<file path="config.mk">
export PLATFORM = sky130hd
export DESIGN_NAME = alu_regfile
export DESIGN_NICKNAME = d
export VERILOG_FILES = /design/src/rtl/alu_regfile.sv
export SDC_FILE = /design/constraint.sdc
export NUM_CORES = 1
export LEC_CHECK = 0
export ABC_CLOCK_PERIOD_IN_PS = 3200
export CORE_MARGIN = 2
export CORE_UTILIZATION = 35
export CTS_CLUSTER_DIAMETER = 60
export DETAILED_ROUTE_END_ITERATION = 8
export HOLD_SLACK_MARGIN = 0.12
export PLACE_DENSITY = 0.58
export REMOVE_ABC_BUFFERS = 1
export SLEW_MARGIN = 30
export SYNTH_ARGS = -nofsm -noshare
export SYNTH_HDL_FRONTEND = slang
export SYNTH_SLANG_ARGS = --single-unit
</file>
<file path="constraint.sdc">
create_clock -name clk -period 3.2 [get_ports clk]
set_input_delay 0.64 -clock clk [delete_from_list [all_inputs] [get_ports clk]]
set_output_delay 0.64 -clock clk [all_outputs]
set_load 0.02 [all_outputs]
</file>
<file path="src/rtl/alu_regfile.sv">
// alu_regfile: a small register file (2**ADDR_W x DATA_W) with two
// combinational read ports and one synchronous write port, next to an
// independent combinational ALU. The ALU result only returns to the
// register file through data_in/write_en, so the two never share a path.
//
// Optional feature: define WRITE_BYPASS_EN so that a read port whose address
// matches an active write shows data_in in the same cycle. Without it, a read
// returns the stored value until the write edge.
module alu_regfile #(
    parameter int DATA_W = 12,
    parameter int ADDR_W = 3
) (
    input  logic                clk,
    input  logic                rst,
    input  logic [ADDR_W-1:0]   read_addr1,
    input  logic [ADDR_W-1:0]   read_addr2,
    input  logic [ADDR_W-1:0]   write_addr,
    input  logic [DATA_W-1:0]   data_in,
    input  logic                write_en,
    output logic [DATA_W-1:0]   read_out1,
    output logic [DATA_W-1:0]   read_out2,
    input  logic [2*DATA_W+2:0] alu_instr,
    output logic [DATA_W-1:0]   alu_out
);

    localparam int DEPTH = 2 ** ADDR_W;

    // ALU opcodes
    localparam logic [2:0] OP_ZERO = 3'b000;
    localparam logic [2:0] OP_ADD  = 3'b001;
    localparam logic [2:0] OP_SUB  = 3'b010;
    localparam logic [2:0] OP_AND  = 3'b011;
    localparam logic [2:0] OP_OR   = 3'b100;
    localparam logic [2:0] OP_XOR  = 3'b101;
    localparam logic [2:0] OP_EQ   = 3'b110;
    localparam logic [2:0] OP_SHL  = 3'b111;

    // ------------------------------------------------------------------
    // Register file
    // ------------------------------------------------------------------
    // Storage is held in flops rather than block RAM: reads are zero-latency
    // and reset must clear every entry in one edge.
    logic [DATA_W-1:0] regs_reg [DEPTH];
    logic [DEPTH-1:0]  wr_sel;

    // One-hot write decode, one bit per register.
    genvar gi;
    generate
        for (gi = 0; gi < DEPTH; gi++) begin : g_wr_sel
            assign wr_sel[gi] = write_en && (write_addr == ADDR_W'(gi));
        end
    endgenerate

    // Register update: reset clears everything and wins over a write.
    always_ff @(posedge clk) begin
        if (rst) begin
            for (int i = 0; i < DEPTH; i++) begin
                regs_reg[i] <= '0;
            end
        end else begin
            for (int i = 0; i < DEPTH; i++) begin
                if (wr_sel[i]) begin
                    regs_reg[i] <= data_in;
                end
            end
        end
    end

    // Read ports, optionally forwarding the in-flight write.
`ifdef WRITE_BYPASS_EN
    logic wr_active;
    assign wr_active = write_en && !rst;

    always_comb begin
        read_out1 = regs_reg[read_addr1];
        read_out2 = regs_reg[read_addr2];
        if (wr_active && (read_addr1 == write_addr)) begin
            read_out1 = data_in;
        end
        if (wr_active && (read_addr2 == write_addr)) begin
            read_out2 = data_in;
        end
    end
`else
    always_comb begin
        read_out1 = regs_reg[read_addr1];
        read_out2 = regs_reg[read_addr2];
    end
`endif

    // ------------------------------------------------------------------
    // ALU
    // ------------------------------------------------------------------
    logic [2:0]        opcode;
    logic [DATA_W-1:0] op_a;
    logic [DATA_W-1:0] op_b;
    logic [3:0]        shift_amt;

    assign opcode    = alu_instr[2*DATA_W+2:2*DATA_W];
    assign op_a      = alu_instr[2*DATA_W-1:DATA_W];
    assign op_b      = alu_instr[DATA_W-1:0];
    assign shift_amt = op_b[3:0];

    // Pure combinational result; sums and differences wrap at DATA_W bits.
    // The shift is evaluated at DATA_W width, so any amount >= DATA_W
    // naturally pushes every bit out and yields zero.
    always_comb begin
        alu_out = '0;
        case (opcode)
            OP_ZERO: alu_out = '0;
            OP_ADD:  alu_out = op_a + op_b;
            OP_SUB:  alu_out = op_a - op_b;
            OP_AND:  alu_out = op_a & op_b;
            OP_OR:   alu_out = op_a | op_b;
            OP_XOR:  alu_out = op_a ^ op_b;
            OP_EQ:   alu_out = (op_a == op_b) ? DATA_W'(1) : '0;
            OP_SHL:  alu_out = op_a << shift_amt;
            default: alu_out = '0;
        endcase
    end

endmodule

</file>
* After elaboration in Yosys (flattened, before gate mapping)
Memories as Yosys holds them, arrays and structs flattened.
Cells that the tools add are included.
** Operators by class
- Shift-type cells :: 1
- Add/sub/neg operators :: 2
- Multiplexer cells :: 36
- Reductions and logical operators :: 10
- Bitwise gates (word level) :: 11
- Eq/ne operators :: 15
** Operators with widths (count)
- $mux 12 :: 8
- $pmux 12 s8 :: 1
- $mux 1 :: 27
- $eq 3x3->1 const B :: 8
- $add 12x12->12 :: 1
- $and 12x12->12 :: 1
- $eq 12x12->1 :: 1
- $eq 3x2->1 const B :: 4
- $or 12x12->12 :: 1
- $shl 12x4->12 :: 1
- $sub 12x12->12 :: 1
- $xor 12x12->12 :: 1
- $logic_and 1x1->1 :: 8
- $or 1x1->1 :: 8
- $eq 3x1->1 const B :: 2
- $logic_not 3->1 :: 2
** Word-level totals
- Output and inout bits :: 36
- Memories :: 1
- Bits in registers :: 0
- Bits in writable memories :: 96
- Logic and storage cells :: 76
** Memories
- regs_reg :: words 8, width 12, read ports 2, clocked after memory_dff 0, wr ports 8, RTL line 43 : logic [DATA_W-1:0] regs_reg [DEPTH];

* Longest topological paths before layout
Gate-level depths: netlist (run 1).
- Depth after elaboration :: 6
- Gate-level depth with buffers :: 9
- Gate-level depth less buffers :: 9

* Worst setup path after synthesis (run 1)
No wires, ideal clock.
- Kind :: in2out
- From :: input port alu_instr[2]
- To :: output port alu_out[9]
- Cell stages on the path :: 9
- Data arrival time :: 2419 ps
- Path slack :: 141 ps
- Buffers on the path :: 1
- Cell sequence :: inv_1 > ha_1 > buf_2 > nor2_2 > a2111oi_4 > o21bai_1 > o31a_1 > xnor2_1 > o221ai_1
** Between the ends
- Cells in the longest elaborated chain, start to end :: 2
** RTL lines
- start, declared :: RTL line 22 : input logic [2*DATA_W+2:0] alu_instr,
- $sub 12x12->12 (tied with other cells) :: RTL line 112 : OP_SUB: alu_out = op_a - op_b;
- $pmux 12 s8 * :: RTL line 109 : case (opcode)
- end, declared :: RTL line 23 : output logic [DATA_W-1:0] alu_out
Mark *: on every way between the ends. The rest lies on a longest branch, timed or not.

* Worst setup path in the final report (run 1)
- From :: input port alu_instr[7]
- To :: output port alu_out[11]
** Between the ends
- Cells in the longest elaborated chain, start to end :: 2
** RTL lines (RTL line)
- $sub 12x12->12 / $add 12x12->12 (equally long branches) :: 112, 111
- $pmux 12 s8 * :: 109
Marked as above.

==> results.sh, run 1 <==
export IMPL_finalCriticalPeriod_ns=3.18
export IMPL_design_area_um2=10000
export IMPL_grt_usage=0.223
export IMPL_layout_nets=936
export IMPL_slew_headroom=0.692
export IMPL_fin_hold_ws_ns=1.11
export IMPL_final_fill_count=1776
export IMPL_path_clk_slew_ns=0.07
export IMPL_dr_pass1_iters=5
export IMPL_core_region_area_um2=19500
export IMPL_dieWidth_um=145
export IMPL_cts_sinks=96
export IMPL_vias=6004
export IMPL_p_switching_mw=1.18
export IMPL_die_y_um=145
export IMPL_ys_ff_latch=96
export IMPL_antenna_found_initial=0
export IMPL_grt_setup_unrepaired="true"
export IMPL_syn2layout_area_growth_pct=43.4
export IMPL_routed_wl_um=23300
export IMPL_swShare=0.305
export IMPL_synthArstFlopShare=0
export IMPL_hpwl_um=17400
export IMPL_critical_path_required_ns=2.56
export IMPL_grt_first_pass_wirelength_um=36300
export IMPL_dpl_instance_area_um2=9310
export IMPL_cts_tree="yes"
export IMPL_finalCritPeriodShare=0.995
export IMPL_drc_errors=0
export IMPL_finalHoldViolCount=0
export IMPL_setup_tns_ns=0
export IMPL_seq_power_share=0.395
export IMPL_seq_area_frac_synth=0.413
export IMPL_p_per_area_nw_per_um2=385
export IMPL_detail_route_antenna_nets=0
export IMPL_grt_pass1_vias=6366
export IMPL_die_area_um2=21100
export IMPL_start_util=0.357
export IMPL_maxCapViolCount=0
export IMPL_pwr_share_comb=0.335
export IMPL_grt_max_degree=25
export IMPL_fmax_mhz=314
export IMPL_h_tree_depth=3
export IMPL_drive_gt1_frac=0.426
export IMPL_first_iter_violations=365
export IMPL_synth_top_flop_cell="edfxtp_1"
export IMPL_cts_inserted_buffers=9
export IMPL_hp_class="primary input to register"
export IMPL_setup_viol=0
export IMPL_path_class="primary input to output pin"
export IMPL_cp_arrival_ns=2.54
export IMPL_num_rows=51
export IMPL_p_leak_nw=4.08
export IMPL_max_slew_worst_pin_slew_ns=0.449
export IMPL_cts_max_path_buffers=2
export IMPL_postSynthCellCount=614
export IMPL_run_status="finished clean"
export IMPL_max_vdd_ir_drop_mv=0.365
export IMPL_synth_edf_count=96
export IMPL_overflow=0
export IMPL_cp_max_fo=4
export IMPL_yosysUniqueCellTypes=57
export IMPL_cp_end_kind="output pin"
export IMPL_gp_congestion=0.925
export IMPL_largest_reg_flops=96
export IMPL_portBuffers=86
export IMPL_cp_start_kind="primary input"
export IMPL_cts_root_buf="clkbuf_16"
export IMPL_syn_area_per_cell_um2=11.4
export IMPL_via_per_inst=5.38
export IMPL_slew_violations=0
export IMPL_power_frac_clock=0.271
export IMPL_wl_per_cell_um=20.9
export IMPL_p_int_mw=2.68
export IMPL_netlist_area_um2=6970
export IMPL_diodes=0
export IMPL_pin_count=87
export IMPL_yosys_warnings=0
==> what timing repair did <==
item,in CTS,in global routing
resized for setup,175,43
pin swaps,35,23
endpoints found under the hold margin,0,0
setup endpoints to repair,14,22
hold buffers,0,0
buffers inserted,9,1
==> final timing paths <==
path | cells after the start | slack [ns] | endpoint | startpoint
max | 10 | 0.02 | alu_out[11] | alu_instr[7]
min | 3 | 1.11 | regs_reg[7][8] | data_in[8]
==> worst max-delay path: stages <==
cell and delay (ns):
dlygate4sd2_1 0.24, inv_2 0.07, ha_4 0.26, nor3_2 0.22
nor2_1 0.06, a32oi_1 0.32, o41ai_4 0.15, xor2_1 0.16
a211o_1 0.28, buf_6 0.14
==> per-stage QoR <==
step / setup slack (ns) / power [mW] / utilization / cells
finish: 0.0158 / 3.85 / 0.512 / 1115
global route: -0.0690 / 4.00 / 0.512 / 1115
CTS: -0.0891 / 3.83 / 0.506 / 1114
detailed placement: -1.06 / 2.76 / 0.477 / 1090
global placement: -1.08 / 2.74 / 0.477 / 1090
floorplan: 0.0197 / 2.11 / - / 578
==> layer usage <==
| metal | track usage | share of wire | vias up | wire [µm] |
|---|---|---|---|---|
| met5 | 0 | 0 | - | 0 |
| met4 | 0.0627 | 0.018 | 0 | 415 |
| met3 | 0.0274 | 0.060 | 40 | 1410 |
| met2 | 0.370 | 0.48 | 244 | 11100 |
| met1 | 0.308 | 0.44 | 2959 | 10300 |
| li1 | - | - | 2761 | - |
==> cell type report <==
class,count,area (µm²),share of cell area
tap,265,332,0.0332
sequential,96,2880,0.288
multi-input combinational,435,4110,0.411
timing repair buffer,256,2210,0.221
inverter,47,176,0.0176
clock buffer,9,225,0.0225
clock inverter,7,65.1,0.00651
==> kinds of logic (layout without fill, tap and decap cells) <==
logic type | count (synthesis) | in the layout | share of synthesized area
flops | 96 | 96 | 0.413
simple gates | 183 | 183 | 0.116
fa+ha+maj | 40 | 40 | 0.0739
compound gates | 114 | 114 | 0.114
buf+inv | 83 | 319 | 0.0479
xor+xnor | 9 | 9 | 0.0113
mux | 89 | 89 | 0.223
==> synth_stat cells, types with 3 or more instances <==
| library cell | instances | area [µm²] |
|---|---|---|
| a221o_1 | 3 | 30.0 |
| nand3_1 | 8 | 40.0 |
| nor2b_1 | 7 | 43.8 |
| mux2_2 | 28 | 315 |
| buf_1 | 3 | 11.3 |
| o21ai_1 | 10 | 50.1 |
| o21bai_1 | 5 | 37.5 |
| buf_2 | 15 | 75.1 |
| inv_1 | 43 | 161 |
| o221ai_1 | 5 | 43.8 |
| inv_2 | 3 | 11.3 |
| nor3_1 | 7 | 35.0 |
| edfxtp_1 | 96 | 2880 |
| o22ai_1 | 9 | 56.3 |
| o21ai_0 | 15 | 75.1 |
| a211oi_1 | 3 | 22.5 |
| mux2i_1 | 10 | 100 |
| clkbuf_1 | 17 | 63.8 |
| nand2_1 | 30 | 113 |
| mux4_2 | 50 | 1130 |
| a31oi_1 | 3 | 18.8 |
| nand2b_1 | 23 | 144 |
| a21o_1 | 5 | 37.5 |
| a221oi_1 | 7 | 61.3 |
| a21oi_1 | 21 | 105 |
| a22oi_1 | 8 | 60.1 |
| ha_1 | 38 | 475 |
| xnor2_1 | 8 | 70.1 |
| nand4_1 | 4 | 25.0 |
| nor2_1 | 96 | 360 |
==> cells in the final DEF (no fill, tap or decap), types with 5 or more instances in the layout <==
cell,instances
buf_4,163
edfxtp_1,96
nor2_1,93
mux4_2,50
clkdlybuf4s50_1,32
nand2_1,30
mux2_2,28
inv_1,24
nand2b_1,23
inv_2,22
ha_1,20
a21oi_1,16
o21ai_0,14
dlygate4sd2_1,14
dlymetal6s2s_1,13
ha_4,12
buf_2,11
mux2i_1,10
o22ai_1,9
clkbuf_16,9
buf_12,9
nand3_1,8
a22oi_1,8
xnor2_1,8
buf_6,8
o21ai_1,7
ha_2,6
a21o_1,5
nor2b_1,5
a221oi_1,5
o21bai_1,5
o221ai_1,5
==> power by group through the flow <==
| stage | logic (mW) | clock network [mW] | registers (mW) |
|---|---|---|---|
| 2_1_floorplan | 0.582 | 0 | 1.53 |
| 3_3_place_gp | 1.20 | 0 | 1.54 |
| 3_5_place_dp | 1.21 | 0 | 1.55 |
| 4_1_cts | 1.26 | 1.05 | 1.52 |
| 5_1_grt | 1.37 | 1.10 | 1.53 |
| 6_report | 1.29 | 1.04 | 1.52 |
No activity file was read; power rests on OpenSTA's default activity.
==> run 2, diff against run 1 <==
SKIP_LAST_GASP = 1   (was unset)
==> run 2 against run 1 <==
  * Total power is essentially flat
  * Setup slack lost 0.00055 ns
  * Sequential power is essentially flat
  * Sequential share of layout area is essentially flat
  * Fmax is essentially flat
  * Combinational power is essentially flat
  * Die area is the same
  * Utilization is essentially flat
  * Final cell count is the same
  * Non-clock buffer count is the same
  * Critical endpoint unchanged
  * Highest routed layer unchanged
==> results.sh, run 2 (same netlist as run 1, synthesis figures left out) <==
export IMPL_run_status="finished clean"
export IMPL_overflow=0
export IMPL_mostFrequentLayoutCells="162 x buf_4, 96 x edfxtp_1, 93 x nor2_1"
export IMPL_first_iter_violations=329
export IMPL_detail_route_antenna_nets=0
export IMPL_dr_pass1_iters=5
export IMPL_path_class="primary input to output pin"
export IMPL_cp_arrival_ns=2.54
export IMPL_maxCapViolCount=0
export IMPL_finalCriticalPeriod_ns=3.18
export IMPL_core_region_area_um2=19500
export IMPL_grt_setup_unrepaired="true"
export IMPL_fin_cells=1115
export IMPL_hold_end="regs_reg[6][8]"
export IMPL_mostFrequentLayoutCell="buf_4"
export IMPL_drive_gt1_frac=0.425
export IMPL_fin_ws_ns=0.0152
export IMPL_largest_reg_flops=96
export IMPL_fin_hold_ws_ns=1.11
export IMPL_max_vdd_ir_drop_mv=0.365
export IMPL_p_switching_mw=1.17
export IMPL_die_y_um=145
export IMPL_cts_max_path_buffers=2
export IMPL_cts_tree="yes"
export IMPL_cp_max_fo=4
export IMPL_min_from="data_in[8]"
export IMPL_max_slew_worst_pin_slew_ns=0.448
export IMPL_gp_congestion=0.925
export IMPL_drc_errors=0
export IMPL_dpl_instance_area_um2=9310
export IMPL_p_leak_nw=4.07
export IMPL_slew_headroom=0.693
export IMPL_cp_cell_sequence="dlygate4sd2_1 -> inv_2 -> ha_4 -> nor3_2 -> nor2_1 -> a32oi_1 -> o41ai_4 -> xor2_1 -> a211o_1 -> buf_6"
export IMPL_num_rows=51
export IMPL_postCtsHoldBufs=0
export IMPL_cts_root_buf="clkbuf_16"
export IMPL_cts_inserted_buffers=9
export IMPL_critical_path_required_ns=2.56
export IMPL_setup_tns_ns=0
export IMPL_seq_power_share=0.395
export IMPL_final_fill_count=1776
export IMPL_hpwl_um=17400
export IMPL_cts_sinks=96
export IMPL_grt_pass1_vias=6366
export IMPL_design_area_um2=9990
export IMPL_fmax_mhz=314
export IMPL_die_area_um2=21100
export IMPL_wl_per_cell_um=20.9
export IMPL_slew_violations=0
export IMPL_path_clk_slew_ns=0.07
export IMPL_h_tree_depth=3
export IMPL_portBuffers=86
export IMPL_hp_class="primary input to register"
export IMPL_vias=5994
export IMPL_pre_cts_ws_ns=-1.06
export IMPL_p_int_mw=2.68
export IMPL_via_per_inst=5.38
export IMPL_syn2layout_area_growth_pct=43.3
export IMPL_routed_wl_um=23300
export IMPL_pin_count=87
export IMPL_antenna_found_initial=0
export IMPL_dieWidth_um=145
export IMPL_power_frac_clock=0.270
export IMPL_power_total_mw=3.85
export IMPL_dp_cells=1090
export IMPL_diodes=0
export IMPL_finalHoldViolCount=0
export IMPL_start_util=0.357
export IMPL_crit_slowest_cell="a32oi_1"
export IMPL_layout_nets=936
export IMPL_grt_first_pass_wirelength_um=36300
export IMPL_whs_path_depth=3
export IMPL_p_per_area_nw_per_um2=385
export IMPL_cp_end_kind="output pin"
export IMPL_cp_start_kind="primary input"
export IMPL_pwr_share_comb=0.335
export IMPL_finalCritPeriodShare=0.995
export IMPL_swShare=0.305
export IMPL_worst_path_largest_cell_delay_ns=0.32
export IMPL_utilization=0.512
export IMPL_setup_viol=0
export IMPL_grt_usage=0.223
export IMPL_grt_max_degree=25
==> run 2: cell count changes in the layout (fill, tap and decap cells not counted), sizes merged <==
cell and delta:
clkdlybuf4s50 +1, dlymetal6s2s -1
==> run 2: routing by layer <==
layer	GRT usage	up-vias	share of wire
met5	0	-	0
met2	0.370	212	0.48
met4	0.0627	0	0.017
met3	0.0274	38	0.057
met1	0.308	2981	0.45
li1	-	2763	-
==> run 2: power groups by stage <==
stage | Clock (mW) | Combinational [mW] | Sequential, mW
floorplan | 0 | 0.582 | 1.53
global placement | 0 | 1.20 | 1.54
detailed placement | 0 | 1.21 | 1.55
CTS | 1.05 | 1.26 | 1.52
global route | 1.10 | 1.37 | 1.53
finish | 1.04 | 1.29 | 1.52
==> run 2: worst max-delay path by stage <==
stage                     cells past startpoint           to          start
after floorplan                               8   alu_out[9]   alu_instr[3]
after global placement                        8  alu_out[10]   alu_instr[9]
after detailed placement                      9  alu_out[10]   alu_instr[6]
after CTS                                    10   alu_out[0]  alu_instr[11]
after global routing                          9   alu_out[4]   alu_instr[1]
final                                        10  alu_out[11]   alu_instr[7]
==> run 2: what timing repair did <==
action	CTS	global route
setup buffers	9	1
gates cloned	0	0
pin swaps	35	23
resized for setup	175	40
setup endpoints to repair	14	22
==> run 2: layout make-up <==
cell class	instances	area [µm²]	area share
clock buffer	9	225	0.0225
tap	265	332	0.0332
timing repair buffer	256	2210	0.221
clock inverter	7	65.1	0.00651
inverter	47	176	0.0177
sequential	96	2880	0.288
multi-input combinational	435	4100	0.411
==> run 2: worst max-delay path, delay by kind of cell <==
| family | cells | cell delay (ns) |
|---|---|---|
| buffers and inverters | 3 | 0.45 |
| AO/OA/AOI/OAI | 3 | 0.75 |
| AND/OR/NAND/NOR | 2 | 0.28 |
| XOR/XNOR | 1 | 0.16 |
| adder cells (fa/ha/maj) | 1 | 0.26 |
